[src/rtl/bot_event_latch_if.sv]
// CPU-facing control/status bundle of the event latch: masks, acks and
// clears in, pending/overflow/interrupt/counter status out.
interface bot_event_latch_if #(
  parameter int N_CH  = 4,
  parameter int CNT_W = 8
);
  localparam int ID_W = (N_CH > 1) ? $clog2(N_CH) : 1;

  logic [N_CH-1:0]       i_en;
  logic [N_CH-1:0]       i_ack;
  logic                  i_ovf_clr;
  logic [N_CH-1:0]       i_cnt_clr;
  logic [N_CH-1:0]       o_pending;
  logic [N_CH-1:0]       o_overflow;
  logic                  o_irq;
  logic [ID_W-1:0]       o_irq_id;
  logic [N_CH*CNT_W-1:0] o_evt_cnt;

  // CPU / interrupt-controller side
  modport master (
    output i_en, i_ack, i_ovf_clr, i_cnt_clr,
    input  o_pending, o_overflow, o_irq, o_irq_id, o_evt_cnt
  );

  // Event latch side
  modport slave (
    input  i_en, i_ack, i_ovf_clr, i_cnt_clr,
    output o_pending, o_overflow, o_irq, o_irq_id, o_evt_cnt
  );
endinterface

[src/rtl/bot_event_latch.sv]
// N-channel event capture: synchronise async event lines, detect edge or
// level, latch into pending bits until acked, count events (saturating),
// flag overruns and present a masked lowest-index-first interrupt.
module bot_event_latch #(
  parameter int              N_CH        = 4,
  parameter int              SYNC_STAGES = 2,
  parameter logic [N_CH-1:0] LEVEL_MODE  = '0,
  parameter int              CNT_W       = 8
) (
  input  logic              clk,
  input  logic              rstn,
  input  logic [N_CH-1:0]   i_evt,
  bot_event_latch_if.slave  bus
);
  localparam int ID_W = (N_CH > 1) ? $clog2(N_CH) : 1;

  logic [N_CH-1:0] w_sync_out;   // last synchroniser stage per channel
  logic [N_CH-1:0] r_hist;       // synchronised value one cycle ago
  logic [N_CH-1:0] w_evt;        // detected event pulse per channel
  logic [N_CH-1:0] r_pending;
  logic [N_CH-1:0] r_overflow;
  logic [N_CH-1:0] w_irq_vec;
  logic [ID_W-1:0] w_irq_id;

  genvar gi;
  generate
    for (gi = 0; gi < N_CH; gi++) begin : g_ch
      logic [SYNC_STAGES-1:0] r_sync;
      logic [CNT_W-1:0]       r_cnt;

      // Plain flop chain into clk; no logic between stages
      always_ff @(posedge clk or negedge rstn) begin
        if (!rstn) r_sync <= '0;
        else       r_sync <= {r_sync[SYNC_STAGES-2:0], i_evt[gi]};
      end

      assign w_sync_out[gi] = r_sync[SYNC_STAGES-1];

      // Level channels fire every cycle the line is high, edge channels once per rise
      assign w_evt[gi] = LEVEL_MODE[gi] ? w_sync_out[gi]
                                        : (w_sync_out[gi] & ~r_hist[gi]);

      // Saturating event counter; a clear coinciding with an event leaves one count
      always_ff @(posedge clk or negedge rstn) begin
        if (!rstn) begin
          r_cnt <= '0;
        end else if (bus.i_cnt_clr[gi]) begin
          r_cnt <= CNT_W'(w_evt[gi]);
        end else if (w_evt[gi] && (r_cnt != {CNT_W{1'b1}})) begin
          r_cnt <= r_cnt + CNT_W'(1);
        end
      end

      assign bus.o_evt_cnt[gi*CNT_W +: CNT_W] = r_cnt;
    end
  endgenerate

  // Edge history; resets to 0 so a line held high across reset reads as an edge
  always_ff @(posedge clk or negedge rstn) begin
    if (!rstn) r_hist <= '0;
    else       r_hist <= w_sync_out;
  end

  // Pending: a new event beats a simultaneous ack so nothing is lost
  always_ff @(posedge clk or negedge rstn) begin
    if (!rstn) r_pending <= '0;
    else       r_pending <= (r_pending & ~bus.i_ack) | w_evt;
  end

  // Sticky overrun flag; a fresh overrun beats the global clear
  always_ff @(posedge clk or negedge rstn) begin
    if (!rstn) r_overflow <= '0;
    else       r_overflow <= (bus.i_ovf_clr ? '0 : r_overflow)
                              | (w_evt & r_pending & ~bus.i_ack);
  end

  assign w_irq_vec = r_pending & bus.i_en;

  // Priority encode: scan high to low so the lowest set index is written last
  always_comb begin
    w_irq_id = '0;
    for (int k = N_CH - 1; k >= 0; k--) begin
      if (w_irq_vec[k]) w_irq_id = ID_W'(k);
    end
  end

  assign bus.o_pending  = r_pending;
  assign bus.o_overflow = r_overflow;
  assign bus.o_irq      = |w_irq_vec;
  assign bus.o_irq_id   = w_irq_id;

endmodule

[src/flat_wrapper.sv]
// flat-port wrapper written by rule: the top's interface ports become plain ports
module bot_event_latch_flat 
#(
  parameter int              N_CH        = 4,
  parameter int              SYNC_STAGES = 2,
  parameter logic [N_CH-1:0] LEVEL_MODE  = '0,
  parameter int              CNT_W       = 8
)
  (clk, rstn, i_evt, bus_i_en, bus_i_ack, bus_i_ovf_clr, bus_i_cnt_clr, bus_o_pending, bus_o_overflow, bus_o_irq, bus_o_irq_id, bus_o_evt_cnt);
  bot_event_latch_if #(.N_CH(N_CH), .CNT_W(CNT_W)) bus_i ();
  input  logic clk;
  input  logic rstn;
  input  logic [N_CH-1:0] i_evt;
  input wire logic [$bits(bus_i.i_en)-1:0] bus_i_en;
  input wire logic [$bits(bus_i.i_ack)-1:0] bus_i_ack;
  input wire logic [$bits(bus_i.i_ovf_clr)-1:0] bus_i_ovf_clr;
  input wire logic [$bits(bus_i.i_cnt_clr)-1:0] bus_i_cnt_clr;
  output wire logic [$bits(bus_i.o_pending)-1:0] bus_o_pending;
  output wire logic [$bits(bus_i.o_overflow)-1:0] bus_o_overflow;
  output wire logic [$bits(bus_i.o_irq)-1:0] bus_o_irq;
  output wire logic [$bits(bus_i.o_irq_id)-1:0] bus_o_irq_id;
  output wire logic [$bits(bus_i.o_evt_cnt)-1:0] bus_o_evt_cnt;
  assign bus_i.i_en = bus_i_en;
  assign bus_i.i_ack = bus_i_ack;
  assign bus_i.i_ovf_clr = bus_i_ovf_clr;
  assign bus_i.i_cnt_clr = bus_i_cnt_clr;
  assign bus_o_pending = bus_i.o_pending;
  assign bus_o_overflow = bus_i.o_overflow;
  assign bus_o_irq = bus_i.o_irq;
  assign bus_o_irq_id = bus_i.o_irq_id;
  assign bus_o_evt_cnt = bus_i.o_evt_cnt;
  bot_event_latch #(.N_CH(N_CH), .SYNC_STAGES(SYNC_STAGES), .LEVEL_MODE(LEVEL_MODE), .CNT_W(CNT_W)) u_core (.clk(clk), .rstn(rstn), .i_evt(i_evt), .bus(bus_i));
endmodule
[config.mk]
export PLATFORM = sky130hd
export DESIGN_NAME = bot_event_latch_flat
export DESIGN_NICKNAME = d
export VERILOG_FILES = /design/src/rtl/bot_event_latch_if.sv /design/src/rtl/bot_event_latch.sv /design/src/flat_wrapper.sv
export SDC_FILE = /design/constraint.sdc
export NUM_CORES = 1
export LEC_CHECK = 0
export ABC_AREA = 0
export CAP_MARGIN = 10
export CORE_MARGIN = 5
export CORE_UTILIZATION = 39
export DETAILED_ROUTE_END_ITERATION = 10
export PLACE_DENSITY = 0.7
export SYNTH_ARGS = -nofsm -noshare
export SYNTH_HDL_FRONTEND = slang
export SYNTH_SLANG_ARGS = --single-unit
[constraint.sdc]
create_clock -name clk -period 2.8 [get_ports clk]
set_input_delay 0.84 -clock clk [delete_from_list [all_inputs] [get_ports clk]]
set_output_delay 0.84 -clock clk [all_outputs]
set_load 0.05 [all_outputs]
Word level (Yosys, flattened, before mapping)
Index checks and enable logic that the tools add are counted.
- input port bits: 19
- output and inout port bits: 43
- register bits after elaboration: 52
- reductions and logical operators: 9
- $add $sub $neg: 4
- equality and inequality tests: 4
- mux-type cells: 13
- bitwise gates (word level): 15
- operators with widths (kind ; count):
    8-bit 2-to-1 mux ; 8
    8-bit by 1-bit adder with 8-bit output (second input constant) ; 4
    8-bit inequality test (second input constant) ; 4
    4-bit AND ; 4
    2-bit 2-to-1 mux ; 4
    4-bit OR ; 2
    2-bit nonzero test ; 4
    1-bit AND ; 4
    1-bit logical AND ; 4
    4-bit 2-to-1 mux ; 1
    1-bit NOT ; 4
    4-bit NOT ; 1
    4-bit OR reduction ; 1

Longest topological paths before layout
Gate-level depths: netlist of run 1.
- depth after elaboration: 5
- mapped depth: 5

Least setup slack after synthesis of run 1
Ideal clock, no wire load.
- path kind: in2out
- start: input port bus_i_en[2]
- end: output port bus_o_irq_id[0]
- data required time: 1960 ps
- setup slack: 186 ps
- arrival: 1774 ps
- cell stages on the path: 3
- path through: nand2_1 -> a32oi_1 -> a21oi_1
- longest elaborated chain between the ends: 4
- RTL lines (item ; line ; RTL):
    from (decl) ; flat_wrapper.sv:14 ; input wire logic [$bits(bus_i.i_en)-1:0] bus_i_en;
    4-bit AND ; bot_event_latch.sv:77 ; assign w_irq_vec = r_pending & bus.i_en;
    2-bit 2-to-1 mux (3 in a row) ; bot_event_latch.sv:83 ; if (w_irq_vec[k]) w_irq_id = ID_W'(k);
    to (decl) ; flat_wrapper.sv:21 ; output wire logic [$bits(bus_i.o_irq_id)-1:0] bus_o_irq_id;
No other way between the ends.

Worst setup path in the final report of run 1
- start: input port bus_i_en[1]
- end: output port bus_o_irq_id[1]
- longest elaborated chain between the ends: 3
- RTL lines (item ; line):
    4-bit AND ; bot_event_latch.sv:77
    2-bit 2-to-1 mux (2 in a row) ; bot_event_latch.sv:83
No other way between the ends.

==> flow_summary.yaml, run 1 <==
status:
  outcome: "completed"
finish:
  nets: 317
  fin_cells: 367
  syn_to_final_growth_pct: 32.7
  fillers: 549
  final_util_pct: 53.6
  diodes: 0
  drive_gt1_share_pct: 5.14
drt:
  routed-via-count: 1985
  post_drt_wl_per_cell_um: 14.8
  dr.pass1.iters: 4
  drc: 0
  ant_nets: 0
  viasPerCell: 5.41
  routed_wl_um: 5430
  drt_iter0_markers: 52
yosys:
  synth_area_leaders: "dfrtp_1 (54%), mux2i_1 (3.7%), nand2b_1 (2.8%)"
  synthArstFlopShare_pct: 100
  ys_seq_elements: 52
  yosysUniqueCellTypes: 46
  yosysTopAreaCellShare_pct: 53.8
  ys.flop_type: "dfrtp_1"
  synthTopCellsByCount: "dfrtp_1 (52), nand2_1 (16), nor2_1 (15), a21oi_1 (13), nand2b_1 (11)"
  synth_edf_count: 0
  netlist_area_sq_mm: 0.00242
  ys_warn_count: 0
  ys_seq_area_share_pct: 53.8
  syn-instance-count: 229
  yosysTopAreaCell: "dfrtp_1"
  yosysMostFrequentCell: "dfrtp_1"
  syn_nets: 252
  postSynthAreaPerCell_sq_um: 10.6
critical_path:
  slowest_stage: "clkdlybuf4s50_1"
  r2r-start: "u_core.g_ch[3].r_cnt[0]"
  critPathBufInv: 2
  crit_fanout: 2
  ff2ff_setup_slack_ps: 1190
  worstSetupEndpoint: "bus_o_irq_id[1]"
  worstSetupStartpointType: "input port"
  arrival_ps: 1880
  path_depth: 4
  crit_path_start: "bus_i_en[1]"
  cp-end-kind: "output pin"
  r2r_cells: 5
  crit_family: "buffers and inverters"
  required_ps: 1960
  worstSetupPathType: "in -> out"
  reg2reg_to: "u_core.g_ch[3].r_cnt[0]"
  slowest_delay_ps: 430
  crit_chain: "clkdlybuf4s50_1, a22oi_1, nor2b_2, buf_12"
cts:
  numCtsBuffers: 5
  postCtsSetupRepairBufs: 0
  clock_sinks: 52
  cts-root-buf: "clkbuf_8"
  cts_tree: "yes"
  clk_latency_ps: 290
  cts_buffer_depth: 2
  cts.reportedPaths.clkPinSlew_ps: 80
  htreeDepth: 2
die:
  rows: 28
  coreArea_sq_mm: 0.00599
  die_x_um: 88.7
  die_area_sq_mm: 0.00787
  die_h_um: 88.7
  io_pins: 62
  start_util_pct: 40.4
power_and_ir_drop:
  p_per_area_mw_per_mm2: 452
  leakage_uw: 0.00135
  vdd_drop_max_mv: 0.252
placement:
  io_buffers: 61
  dp_hpwl_um: 3900
  gp_congestion: 0.839
  place_inst: 362
sta:
  slew_headroom_pct: 56.0
  fin_crit_sh_pct: 97.2
  setup_violations: 0
  hold_viol_final: 0
  skew_ps: 5.92
  tns_ps: 0
  worst_pin_slew_ps: 660
  maxSlewViolCount: 0
  period_needed_ps: 2720
  max_freq_mhz: 367
run:
  cap_violations: 0
hold_path:
  min_path_type: "reg -> reg"
grt:
  antenna_found_initial: 0
  grt_pass1_wl_um: 9160
  grt_pass1_vias: 1891
  grt_use_total_pct: 14.9
  overflow: 0
  grt_max_degree: 53
## sequential cells by signal (all words and copies together), names as in the netlist
signal and flops:
u_core.g_ch.r_cnt 32, u_core.g_ch.r_sync 8, u_core.bus.o_overflow 4, u_core.bus.o_pending 4, u_core.r_hist 4
## logic make-up after synthesis
family | Yosys count | share of synthesized area (%)
fa+ha+maj | 4 | 2.07
simple gates | 95 | 21.6
xor+xnor | 2 | 0.725
flops | 52 | 53.8
compound gates | 52 | 15.0
mux | 10 | 4.19
buf+inv | 14 | 2.54
## timing repair
item,4_1_cts,5_1_grt
hold buffers,0,0
gates resized for setup,0,2
pin swaps,1,1
setup endpoints to repair,1,2
## cell type report
cell class	instances	area [sq um]	share of cell area [%]
Tap cell	75	93.8	2.93
Sequential cell	52	1300	40.6
Timing Repair Buffer	63	653	20.4
Multi-Input combinational cell	163	1060	33.0
Inverter	9	33.8	1.05
Clock buffer	5	68.8	2.15
## power breakdown
part	switching [uW]	internal, uW	total (uW)
combinational	159	102	261
clock	221	162	383
sequential	27.0	778	805
## per-stage QoR
step / power [uW] / hold WS [ps] / setup slack [ps] / instance area [sq um]
after CTS: 1480 / 355 / 10.7 / 3200
final: 1450 / 353 / 78.8 / 3210
after floorplan: 957 / 331 / 186 / 2420
after global placement: 1080 / 333 / 46.0 / 3130
after global routing: 1530 / 362 / -13.3 / 3210
after detailed placement: 1080 / 335 / -0.823 / 3130
## worst min-delay path by stage
stage | startpoint | to | cells past startpoint
3_5_place_dp | u_core.g_ch[0].r_sync[0] | u_core.g_ch[0].r_sync[1] | 0
2_1_floorplan | u_core.g_ch[0].r_sync[0] | u_core.g_ch[0].r_sync[1] | 0
5_1_grt | u_core.g_ch[3].r_sync[0] | u_core.g_ch[3].r_sync[1] | 0
3_3_place_gp | u_core.g_ch[0].r_sync[0] | u_core.g_ch[0].r_sync[1] | 0
6_report | u_core.g_ch[0].r_sync[0] | u_core.g_ch[0].r_sync[1] | 0
4_1_cts | u_core.g_ch[0].r_sync[0] | u_core.g_ch[0].r_sync[1] | 0
## layout by cell type (no fill, tap or decap), types with 2 or more instances in the layout
cell type	count
clkdlybuf4s50_1	56
dfrtp_1	52
nand2_1	16
nor2_1	15
a21oi_1	13
nand2b_1	11
nand3_1	10
nor3_1	10
a31oi_1	10
inv_1	9
mux2i_1	9
nand4_1	7
and3_1	6
nor2b_1	5
a211oi_1	5
clkbuf_8	5
o22ai_1	4
ha_1	4
and4_1	3
and4b_1	3
o21ai_0	3
buf_12	3
a22oi_1	2
o31ai_1	2
or3_1	2
a41oi_1	2
buf_4	2
## worst register-to-register path: cells and delay by family, from the launching register on
kind	cells	cell delay (ps)
compound gates	2	200
simple gates	2	540
flops	1	460
fa+ha+maj	1	290
## metal layers
metal / routed length (um) / share of wire, % / GRT usage (%)
met5: 0 / 0 / 0
met4: 39 / 0.72 / 4.12
met3: 359 / 6.6 / 3.45
met2: 2600 / 48 / 24.2
met1: 2430 / 45 / 20.0
(Power assumes the default switching activity.)
==> inputs of run 2 (changes only) <==
- CORE_MARGIN: 5 -> 2
- CTS_CLUSTER_SIZE: unset -> 20
==> flow_summary.yaml, run 2 (synthesized netlist as in run 1, its figures left out) <==
critical_path:
  slowest_stage: "clkdlybuf4s50_1"
  worstSetupStartpointType: "input port"
  crit_fanout: 2
  required_ps: 1960
  crit_chain: "clkdlybuf4s50_1, a22oi_1, nor2b_2, buf_4, buf_12"
  slowest_delay_ps: 440
  cp-end-kind: "output pin"
  worstSetupPathType: "in -> out"
  arrival_ps: 1900
grt:
  grt_max_degree: 30
  grt_use_met2_pct: 27.8
  met1_usage_pct: 21.0
  grt_pass1_wl_um: 8670
  busiest_layer: "met2"
  grt_pass1_vias: 1856
  overflow: 0
  antenna_found_initial: 0
  met3_usage_pct: 5.22
  grt_use_total_pct: 16.8
sta:
  period_needed_ps: 2740
  setup_violations: 0
  hold_viol_final: 0
  maxSlewViolCount: 0
  setup_ws_ps: 62.2
  tns_ps: 0
  fin_crit_sh_pct: 97.8
  slew_headroom_pct: 60.6
  skew_ps: 2.28
  max_freq_mhz: 365
  worst_pin_slew_ps: 591
  rsz0062_at_grt: "false"
die:
  die_h_um: 82.7
  io_pins: 62
  start_util_pct: 40.6
  die_x_um: 82.7
  coreArea_sq_mm: 0.00596
  rows: 28
  die_area_sq_mm: 0.00684
drt:
  dr.pass1.iters: 4
  drc: 0
  drt_iter0_markers: 65
  post_drt_wl_per_cell_um: 14.5
  routed-via-count: 2032
  ant_nets: 0
  viasPerCell: 5.51
  routed_wl_um: 5370
power_and_ir_drop:
  p_int_uw: 1230
  p_per_area_mw_per_mm2: 506
  p_seq_share_pct: 48.5
  p_comb_share_pct: 15.9
  p_sw_uw: 428
  clkPwrFrac_pct: 35.6
  leakage_uw: 0.00138
  vdd_drop_max_mv: 0.259
  p_sw_share_pct: 25.8
cts:
  cts.reportedPaths.clkPinSlew_ps: 90
  cts_tree: "yes"
  cts_resized: 0
  numCtsBuffers: 5
  cts_buffer_depth: 2
  postCtsSetupRepairBufs: 0
  clk_latency_ps: 300
  htreeDepth: 2
  cts-hold-fix-buffers: 0
  cts-root-buf: "clkbuf_8"
  clock_sinks: 52
hold_path:
  min_path_type: "reg -> reg"
finish:
  reg.largest.list: "u_core.g_ch.r_cnt x32, u_core.g_ch.r_sync x8"
  final_common_cell: "clkdlybuf4s50_1"
  syn_to_final_growth_pct: 35.9
  final_cell_mix: "clkdlybuf4s50_1 (56), dfrtp_1 (52), nand2_1 (16)"
  fillers: 539
  diodes: 0
  nets: 317
  multi_input_area_sq_mm: 0.00106
  largest_register: "u_core.g_ch.r_cnt"
  fin_cells: 369
  regArea_sq_mm: 0.00130
  final_util_pct: 55.2
  largest_reg_flops: 32
  drive_gt1_share_pct: 6.12
placement:
  place_ws_ps: 16.4
  gp_congestion: 0.819
  io_buffers: 61
  dp_hpwl_um: 3870
  place_inst: 362
run:
  cap_violations: 0
status:
  outcome: "completed"
## run 2: critical path, delay by kind of cell
| family | cells | cell delay (ps) |
|---|---|---|
| buf+inv | 3 | 730 |
| compound gates | 1 | 260 |
| simple gates | 1 | 70 |
## run 2: path summary, 6_finish.rpt
kind | endpoint | slack, ps | cells past startpoint | start
worst max-delay path | bus_o_irq_id[1] | 60 | 5 | bus_i_en[3]
worst min-delay path | u_core.g_ch[3].r_sync[1] | 350 | 0 | u_core.g_ch[3].r_sync[0]
worst max register to register | u_core.g_ch[2].r_cnt[3] | 1180 | 4 | u_core.r_hist[2]
worst min register to register | u_core.g_ch[3].r_sync[1] | 350 | 0 | u_core.g_ch[3].r_sync[0]
max in group asynchronous | u_core.g_ch[2].r_cnt[7] | 1720 | 2 | rstn
min in group asynchronous | u_core.g_ch[3].r_cnt[5] | 530 | 1 | rstn
## run 2: per-layer routing
| metal | share of wire, % | vias to the layer above |
|---|---|---|
| li1 | - | 980 |
| met1 | 45 | 1001 |
| met2 | 49 | 45 |
| met3 | 5.0 | 6 |
| met4 | 1.1 | 0 |
| met5 | 0 | - |
## run 2: per-stage QoR
stage | hold WS (ps) | total power, uW | instance area, sq um
after CTS | 357 | 1690 | 3280
after global routing | 360 | 1740 | 3290
after detailed placement | 335 | 1090 | 3150
final | 354 | 1660 | 3290
after floorplan | 331 | 957 | 2420
after global placement | 332 | 1080 | 3150
## run 2: area by class of cell
| type | count | share of cell area [%] |
|---|---|---|
| repair buffers | 63 | 20.3 |
| flip-flops and latches | 52 | 39.6 |
| multi-input cells | 163 | 32.3 |
| inverters | 9 | 1.03 |
| well taps | 75 | 2.86 |
| clock inverters | 2 | 1.83 |
| clock buffers | 5 | 2.09 |
## run 2: power by group through the flow
| stage | clock network [uW] | registers [uW] | logic, uW |
|---|---|---|---|
| 2_1_floorplan | 0 | 882 | 74.1 |
| 3_3_place_gp | 0 | 820 | 264 |
| 3_5_place_dp | 0 | 820 | 266 |
| 4_1_cts | 613 | 806 | 267 |
| 5_1_grt | 646 | 811 | 284 |
| 6_report | 592 | 806 | 264 |
==> inputs of run 3 (changes only) <==
- CTS_CLUSTER_DIAMETER: unset -> 60
==> results of run 3 <==
No change in the layout: final DEF, timing and power equal those of run 2.
